### src/rtl/cache_fill_fsm.sv
// Cache block fill controller: on a miss, streams eight word reads to memory,
// writes each returned word into the data array, then writes the tag once.
module cache_fill_fsm #(
    parameter int WORDS   = 8,
    parameter int MEM_LAT = 4
) (
    input  logic        clk,
    input  logic        rst_n,
    input  logic        miss_detected,
    input  logic [15:0] miss_address,
    input  logic [15:0] memory_data,
    input  logic        memory_data_valid,
    output logic        fsm_busy,
    output logic        mem_read_en,
    output logic [15:0] memory_address,
    output logic        write_data_array,
    output logic [15:0] fill_word_addr,
    output logic [15:0] fill_data,
    output logic        write_tag_array,
    output logic [11:0] fill_block_addr
);

    // The block geometry is fixed at 16 bytes; latency is the memory's business.
    if (WORDS != 8 || MEM_LAT < 1) begin : g_param_check
        $error("cache_fill_fsm: WORDS must be 8 and MEM_LAT at least 1");
    end

    localparam logic [3:0] ISSUE_MAX = 4'(WORDS);
    localparam logic [2:0] LAST_WORD = 3'(WORDS - 1);

    typedef enum logic [1:0] {
        IDLE  = 2'd0,
        FILL  = 2'd1,
        TAGWR = 2'd2
    } state_t;

    state_t      state, state_next;
    logic [11:0] base, base_next;
    logic [3:0]  issue_cnt, issue_next;
    logic [2:0]  recv_cnt, recv_next;
    logic        unused_offset;

    assign unused_offset = ^miss_address[3:0];

    always_ff @(posedge clk or negedge rst_n) begin
        if (!rst_n) begin
            state     <= IDLE;
            base      <= '0;
            issue_cnt <= '0;
            recv_cnt  <= '0;
        end else begin
            state     <= state_next;
            base      <= base_next;
            issue_cnt <= issue_next;
            recv_cnt  <= recv_next;
        end
    end

    always_comb begin
        state_next = state;
        base_next  = base;
        issue_next = issue_cnt;
        recv_next  = recv_cnt;
        unique case (state)
            IDLE: begin
                if (miss_detected) begin
                    base_next  = miss_address[15:4];
                    issue_next = '0;
                    recv_next  = '0;
                    state_next = FILL;
                end
            end
            FILL: begin
                // Requests run ahead of returns; issue_cnt parks at 8 until the block lands.
                if (issue_cnt < ISSUE_MAX) begin
                    issue_next = issue_cnt + 4'd1;
                end
                if (memory_data_valid) begin
                    recv_next = recv_cnt + 3'd1;
                    if (recv_cnt == LAST_WORD) begin
                        state_next = TAGWR;
                    end
                end
            end
            TAGWR: begin
                state_next = IDLE;
            end
            default: begin
                state_next = IDLE;
            end
        endcase
    end

    always_comb begin
        fsm_busy         = 1'b0;
        mem_read_en      = 1'b0;
        write_data_array = 1'b0;
        write_tag_array  = 1'b0;
        fill_data        = '0;
        unique case (state)
            FILL: begin
                fsm_busy         = 1'b1;
                mem_read_en      = (issue_cnt < ISSUE_MAX);
                write_data_array = memory_data_valid;
                fill_data        = memory_data;
            end
            TAGWR: begin
                fsm_busy        = 1'b1;
                write_tag_array = 1'b1;
            end
            default: begin
            end
        endcase
    end

    assign memory_address  = {base, issue_cnt[2:0], 1'b0};
    assign fill_word_addr  = {base, recv_cnt, 1'b0};
    assign fill_block_addr = base;

endmodule

### config.mk
export PLATFORM = sky130hd
export DESIGN_NAME = cache_fill_fsm
export DESIGN_NICKNAME = d
export VERILOG_FILES = /design/src/rtl/cache_fill_fsm.sv
export SDC_FILE = /design/constraint.sdc
export NUM_CORES = 1
export LEC_CHECK = 0
export BUFFER_PORTS_ARGS = -buffer_cell sky130_fd_sc_hd__clkbuf_2
export CAP_MARGIN = 30
export CORE_ASPECT_RATIO = 0.7
export CORE_MARGIN = 2
export CORE_UTILIZATION = 44
export DETAILED_ROUTE_END_ITERATION = 10
export HOLD_SLACK_MARGIN = 0.05
export PLACE_DENSITY = 0.86
export REMOVE_ABC_BUFFERS = 1
export SLEW_MARGIN = 20
export SYNTH_ARGS = -nofsm -noshare
export SYNTH_HDL_FRONTEND = slang
export SYNTH_SLANG_ARGS = --single-unit
### constraint.sdc
create_clock -name clk -period 3.45 [get_ports clk]
set_input_delay 0.69 -clock clk [delete_from_list [all_inputs] [get_ports clk]]
set_output_delay 0.69 -clock clk [all_outputs]
set_load 0.02 [all_outputs]
**Yosys cells after proc, flatten, opt, wreduce, memory -nomap -nowiden**

Cells that the tools add are included.

- Flip-flop bits (word level): 21
- Word-level logic and storage cells: 36
- Input bits: 36
- Output and inout port bits: 64

- Reductions and logical operators: 7
- Muxes and demuxes: 15
- Order comparisons: 1
- Add/sub/neg operators: 2
- Equal/unequal tests: 7

Operators by type and width:

| kind | number |
|---|---|
| $mux W16 | 1 |
| $reduce_and A3 Y1 | 3 |
| $mux W4 | 2 |
| $ne A2 B2 Y1 const B | 4 |
| $pmux W4 S2 | 1 |
| $mux W2 | 3 |
| $mux W3 | 2 |
| $pmux W3 S2 | 1 |
| $add A4 B1 Y4 const B | 1 |
| $lt A4 B4 Y1 const B | 1 |
| $mux W1 | 4 |
| $pmux W2 S2 | 1 |
| $add A3 B1 Y3 const B | 1 |
| $eq A3 B3 Y1 const B | 1 |
| $eq A2 B1 Y1 const B | 1 |
| $eq A2 B2 Y1 const B | 1 |
| $logic_not A2 Y1 | 1 |
| $reduce_and A2 Y1 | 1 |
| $reduce_bool A2 Y1 | 1 |
| $reduce_or A2 Y1 | 1 |

**Logic depth before layout (Yosys ltp)**

Gate-level depths: netlist of the first run.

- Depth after elaboration: 4
- Depth in mapped cells: 6
- Gate-level depth less buffers: 5

**Worst setup path before layout of the first run**

Ideal clock, no wire load.

- Path type: register -> output
- From: register state[1]
- To: output mem_read_en
- Required time: 2.760 ns
- Stages on the path, launching flop included: 6
- Data arrival time: 1.357 ns
- Buffers on the path: 2
- Slack: 1.403 ns
- Cells stage by stage: dfrtp_1 -> inv_1 -> ha_1 -> buf_2 -> clkbuf_1 -> nor2b_1

- Cells in the longest elaborated chain, start to end: 2

Ends and longest elaborated chain:

| element | RTL line | RTL |
|---|---|---|
| start: declaration | 37 | `state_t state, state_next;` |
| start signal: assignment | 52 | `state <= state_next;` |
| $eq A2 B1 Y1 | 100 | `unique case (state)` |
| $mux W1 | 100 |  |
| end: declaration | 14 | `output logic mem_read_en,` |

Every way passes these cells.

**Worst setup path after layout of the first run**

- From: register state[1]
- To: output fill_data[5]

- Cells in the longest elaborated chain, start to end: 2

Ends and longest elaborated chain:

| element | RTL line | RTL |
|---|---|---|
| $eq A2 B1 Y1 | 100 |  |
| $mux W16 | 100 |  |
| end: declaration | 18 | `output logic [15:0] fill_data,` |

Every way passes these cells.

==> out/results.tsv, run 1 <==
stage	metric	value	unit
floorplanning	rows	17	
synthesis	synth_cells	131	
synthesis	syn_avg_cell_area	10.6	um^2
clock_network	cts_buffer_depth	2	
route	drt_iter0_markers	53	
floorplanning	die_w	71.3	um
grt	groute.layer.met1.usage	23.0	%
layout	fin_util	55.8	%
place	port_buffers	93	
sta	max_slew_margin	59.9	%
sta	fin_worst_skew	0.00126	ns
power_and_ir_drop	p_per_area	1050	nW/um^2
synthesis	synth_xor_area_share	0	%
sta	hold_viol_final	0	
clock_network	cts_hold_buf	0	
floorplanning	core	3080	um^2
synthesis	synthAdderAreaFrac	7.18	%
power_and_ir_drop	p_leak	0.988	nW
sta	finalSetupViolations	0	
layout	diodes	0	
grt	grtUsageMet3	3.55	%
clock_network	cts_tree	done	
synthesis	yosysSeqAreaShare	37.7	%
place	hpwl	2140	um
layout	final_common_cell	clkbuf_2	
route	wl	2750	um
floorplanning	die_y	51.1	um
floorplanning	start_util	45.2	%
clock_network	path_clk_slew	0.07	ns
power_and_ir_drop	peakVddDrop	0.532	mV
clock_network	clock_latency	0.25	ns
grt	track_usage	15.8	%
grt	met2_usage	23.8	%
sta	worst_pin_slew	0.585	ns
sta	drv_slew	0	
route	via_count	1053	
clock_network	cts-root-buf	clkbuf_8	
worst_hold_path	hold_path_class	input pin to asynchronous set/reset pin	
synthesis	synth_edf_count	0	
synthesis	async_flop_share	100	%
worst_setup_path	cp_max_fo	28	
sta	rsz0062_at_grt	no	
synthesis	yosysTopAreaCell	dfrtp_1	
sta	min_period	2.25	ns
status	status	finished, final reports clean	
layout	n_fill_cell	263	
grt	grt.busiest_layer	met2	
synthesis	synth-compound-area-share	7.72	%
synthesis	synth-simple-area-share	14.3	%
synthesis	synth-main-ff-cell	dfrtp_1	
synthesis	synthMuxAreaShare	14.5	%
route	first_pass_iters	2	
layout	final_nets	242	
grt	grt-ovfl-total	0	
worst_setup_path	worstSetupPathType	flip-flop to primary output	
place	gp_congestion	0.828	
grt	grt_max_degree	29	
clock_network	cts-htree-levels	1	
synthesis	synthTopCellsByArea	dfrtp_1 (38%), buf_4 (16%), mux2_4 (9.7%), and2_1 (7.6%), ha_1 (7.2%)	
synthesis	synth_top_family_by_area	buffers and inverters	
synthesis	synth_area	1390	um^2
clock_network	cts_buffers	3	
flow_run	maxCapViolCount	0	
route	wl_per_cell	11.7	um
floorplanning	dieArea	3640	um^2
floorplanning	io_pins	100	
synthesis	ys_ff_latch	21	
synthesis	yosysUniqueCellTypes	26	
grt	antenna_found_initial	0	
grt	grt_first_pass_wirelength	4420	um
clock_network	postCtsSetupBuffers	0	
sta	tns	0	ns
clock_network	cts_resized	0	
layout	syn_to_final_growth	23.5	%
route	vias_per_cell	4.48	
worst_setup_path	required	2.76	ns
worst_setup_path	startpoint_type	flip-flop	
worst_setup_path	crit_arrival	1.56	ns
sta	fmax	445	MHz
route	ant_nets	0	
route	drc	0	
synthesis	synth_warnings	0	
clock_network	cts_sinks	21	
synthesis	synth_top_area_share	37.7	%
grt	grt_pass1_vias	922	
layout	drive_above_1_share	58.4	%
worst_setup_path	end_kind	primary output	
sta	fin_crit_sh	65.2	%
layout	layout_common_cells	clkbuf_2 (93), dfrtp_1 (21), and2_1 (17), mux2_4 (9), ha_1 (8)	
## final cells by class
type	count	area, um^2	share of cell area [%]
multi-input combinational	74	616	35.8
sequential	21	526	30.5
timing repair buffer	94	473	27.5
tap	38	47.5	2.76
clock buffer	4	45.0	2.62
inverter	4	15.0	0.872
## cell families (layout without fill, tap and decap cells)
group,after synthesis,in the layout
adder cells (fa/ha/maj),8,8
flip-flops,21,21
AO/OA/AOI/OAI,15,15
multiplexers,15,15
other,1,2
AND/OR/NAND/NOR,34,34
buffers and inverters,37,102
## Yosys cell counts, types with 2 or more instances
| master | n |
|---|---|
| and2_1 | 17 |
| nor2b_1 | 3 |
| nand2_1 | 6 |
| clkbuf_1 | 2 |
| a22o_1 | 5 |
| mux2_2 | 5 |
| nand2b_1 | 4 |
| o21ai_0 | 4 |
| inv_1 | 4 |
| dfrtp_1 | 21 |
| mux2_4 | 9 |
| ha_1 | 8 |
| buf_4 | 29 |
| o22ai_1 | 2 |
## metrics by stage
stage	area (um^2)	power [mW]	worst slack, ns	std cells	hold slack, ns
final	1720	1.81	1.20	235	0.396
after global routing	1720	1.95	1.06	235	0.427
after CTS	1720	1.83	1.21	235	0.417
after detailed placement	1680	1.67	1.49	231	0.536
after global placement	1680	1.65	1.52	231	0.536
after floorplan	1160	1.26	1.40	99	0.394
## path summary, 6_finish.rpt
path                          start                 end  slack [ns]  cells after the start
max                        state[1]        fill_data[5]        1.20                      5
min                           rst_n         recv_cnt[1]        0.40                      1
max reg2reg                state[1]         recv_cnt[0]        1.77                      4
min reg2reg                state[1]            state[1]        0.56                      1
max in group asynchronous     rst_n  fill_block_addr[3]        2.71                      1
min in group clk           state[1]            state[1]        0.56                      1
## metal layers
layer	wire length, um	share of wire [%]	up-vias
met5	0	0	-
met4	19	0.69	0
met3	167	6.1	2
met2	1220	44	41
met1	1340	49	476
li1	-	-	534
## state kept, by name, summed over array words and instances, names as in the netlist
signal           count
fill_block_addr     12
issue_cnt            4
state                2
recv_cnt             3
## where the power goes
group,internal (mW),leakage (nW),switching (mW)
clock network,0.0820,0.0228,0.0707
logic,0.464,0.706,0.726
registers,0.357,0.259,0.111
## critical path, cell delays in order, from the launching register on
cell	delay (ns)
dfrtp_1	0.40
inv_1	0.13
ha_1	0.16
buf_4	0.24
and2_1	0.19
clkbuf_2	0.18
No activity file was read; power rests on OpenSTA's default activity.
==> run 2, diff against run 1 <==
--- a/config.mk
+++ b/config.mk
@@ -9,10 +9,10 @@
 export CAP_MARGIN = 30
 export CORE_ASPECT_RATIO = 0.7
 export CORE_MARGIN = 2
-export CORE_UTILIZATION = 44
+export CORE_UTILIZATION = 41
 export DETAILED_ROUTE_END_ITERATION = 10
 export HOLD_SLACK_MARGIN = 0.05
-export PLACE_DENSITY = 0.86
+export PLACE_DENSITY = 0.81
 export REMOVE_ABC_BUFFERS = 1
 export SLEW_MARGIN = 20
 export SYNTH_ARGS = -nofsm -noshare
==> constraint.sdc (replaced) <==
create_clock -name clk -period 2.2 [get_ports clk]
set_input_delay 0.44 -clock clk [delete_from_list [all_inputs] [get_ports clk]]
set_output_delay 0.44 -clock clk [all_outputs]
set_load 0.02 [all_outputs]
==> out/results.tsv, run 2 (synthesis results as in run 1) <==
stage	metric	value	unit	change
status	status	finished, final reports clean		unchanged
worst_setup_path	timing.rr.start	state[1]		unchanged
layout	ff_latch_area	526	um^2	unchanged
sta	rsz0062_at_grt	no		unchanged
grt	grt_first_pass_wirelength	4070	um	was 4420 um
sta	drv_slew	0		unchanged
floorplanning	die_w	73.7	um	was 71.3 um
clock_network	cts_buffer_depth	2		unchanged
power_and_ir_drop	p_leak	0.994	nW	was 0.988 nW
worst_setup_path	crit_chain	inv_1, ha_2, and2_1, clkbuf_2		was inv_1, ha_1, buf_4, and2_1, clkbuf_2
worst_setup_path	ff2ff_path_depth	4		unchanged
layout	largest_register_ffs	12		unchanged
worst_setup_path	crit_slowest_cell	dfrtp_1		unchanged
place	port_buffers	93		unchanged
layout	final_common_cell	clkbuf_2		unchanged
grt	groute.layer.met1.usage	18.4	%	was 23.0%
clock_network	cts_tree	done		unchanged
layout	syn_to_final_growth	24.3	%	was 23.5%
power_and_ir_drop	p_per_area	1650	nW/um^2	was 1050 nW/um^2
clock_network	path_clk_slew	0.08	ns	was 0.07 ns
worst_setup_path	cp_max_fo	22		was 28
grt	grt_pass1_vias	861		was 922
place	gp_congestion	0.720		was 0.828
sta	max_slew_margin	62.2	%	was 59.9%
grt	grtUsageMet3	3.46	%	was 3.55%
grt	antenna_found_initial	0		unchanged
sta	fin_worst_skew	0.00375	ns	was 0.00126 ns
floorplanning	io_pins	100		unchanged
sta	fin_crit_sh	90.1	%	
route	via_count	1064		was 1053
grt	grt_max_degree	23		was 29
route	drc	0		unchanged
grt	grt-ovfl-total	0		unchanged
place	dp_cells	232		was 231
clock_network	cts_sinks	21		unchanged
sta	fmax	504	MHz	
worst_setup_path	r2r_end	recv_cnt[2]		was recv_cnt[0]
layout	drive_above_1_share	59.6	%	was 58.4%
power_and_ir_drop	p_total	2.86	mW	was 1.81 mW
route	first_pass_iters	4		was 2
worst_setup_path	required	1.76	ns	was 2.76 ns
layout	layout_common_cells	clkbuf_2 (93), dfrtp_1 (21), and2_1 (17), mux2_4 (9), ha_1 (7)		was clkbuf_2 (93), dfrtp_1 (21), and2_1 (17), mux2_4 (9), ha_1 (8)
clock_network	clock_latency	0.26	ns	was 0.25 ns
floorplanning	die_y	52.8	um	was 51.1 um
layout	finalNonFillerCells	236		was 235
floorplanning	rows	17		unchanged
place	placed_area	1680	um^2	about the same
layout	multiInputGateArea	618	um^2	was 616 um^2
clock_network	cts-root-buf	clkbuf_8		unchanged
sta	worst_pin_slew	0.551	ns	was 0.585 ns
sta	tns	0	ns	unchanged
route	wl_per_cell	11.4	um	was 11.7 um
route	vias_per_cell	4.51		was 4.48
flow_run	maxCapViolCount	0		unchanged
sta	min_period	1.98	ns	
worst_setup_path	critPathMaxStageDelay	0.41	ns	was 0.40 ns
worst_setup_path	crit_arrival	1.54	ns	was 1.56 ns
power_and_ir_drop	peakVddDrop	0.761	mV	was 0.532 mV
place	hpwl	2120	um	was 2140 um
worst_setup_path	crit_buf_inv	2		was 3
worst_setup_path	end_kind	primary output		unchanged
sta	finalSetupViolations	0		unchanged
worst_setup_path	startpoint_type	flip-flop		unchanged
worst_setup_path	worstSetupPathType	flip-flop to primary output		unchanged
route	drt_iter0_markers	18		was 53
layout	final_nets	243		was 242
sta	hold_viol_final	0		unchanged
floorplanning	start_util	43.7	%	was 45.2%
worst_setup_path	rrSetupSlack	0.55	ns	was 1.77 ns
floorplanning	core	3190	um^2	was 3080 um^2
worst_hold_path	hold_path_class	input pin to asynchronous set/reset pin		unchanged
floorplanning	dieArea	3890	um^2	was 3640 um^2
worst_setup_path	path_delay_family	flip-flops		was buffers and inverters
route	ant_nets	0		unchanged
clock_network	cts_buffers	3		unchanged
grt	track_usage	13.9	%	was 15.8%
route	wl	2680	um	was 2750 um
grt	met2_usage	22.6	%	was 23.8%
clock_network	cts-htree-levels	1		unchanged
grt	grt.busiest_layer	met2		unchanged
layout	diodes	0		unchanged
layout	final_cell_area	1730	um^2	was 1720 um^2
layout	n_fill_cell	287		was 263
-- run 2: changes by cell type in the layout (fill, tap and decap cells not counted) --
| cell | previous run | this run |
|---|---|---|
| buf_4 | 1 | 2 |
| clkbuf_1 | 1 | 0 |
| clkinv_2 | 0 | 1 |
| ha_1 | 8 | 7 |
| ha_2 | 0 | 1 |
-- run 2: through the flow --
step	hold slack [ns]	utilization (%)	setup WS (ns)
after CTS	0.167	54.2	0.0152
final	0.134	54.3	0.217
after global routing	0.175	54.3	0.0766
after detailed placement	0.451	52.8	0.313
after global placement	0.449	52.8	0.369
after floorplan	0.144	-	0.397
-- run 2: where the power goes --
group / internal [mW] / switching [mW] / leakage [nW]
Sequential: 0.559 / 0.175 / 0.259
Clock: 0.126 / 0.124 / 0.0255
Combinational: 0.749 / 1.13 / 0.710
-- run 2: routing by layer --
layer / up-vias / part of all wire, %
met3: 2 / 5.3
met5: - / 0
li1: 535 / -
met2: 40 / 48
met1: 487 / 46
met4: 0 / 0.71
-- run 2: worst max-delay path by stage --
stage	start	to	slack (ns)	cells past startpoint
5_1_grt	state[1]	fill_data[11]	0.08	4
6_report	state[1]	fill_data[11]	0.22	4
2_1_floorplan	state[1]	mem_read_en	0.40	3
3_3_place_gp	state[1]	fill_data[8]	0.37	4
4_1_cts	state[1]	fill_data[11]	0.02	4
3_5_place_dp	state[1]	fill_data[11]	0.31	4
-- run 2: layout make-up --
| cell class | instances | share of cell area, % |
|---|---|---|
| Clock buffer | 3 | 2.38 |
| Timing Repair Buffer | 95 | 27.7 |
| Tap cell | 38 | 2.74 |
| Clock inverter | 1 | 0.289 |
| Inverter | 4 | 0.866 |
| Multi-Input combinational cell | 74 | 35.7 |
| Sequential cell | 21 | 30.3 |
-- run 2: timing repair --
action	CTS	global route
gates resized for setup	0	1
setup buffers	0	0
hold buffers	0	0
endpoints found under the setup margin	0	18
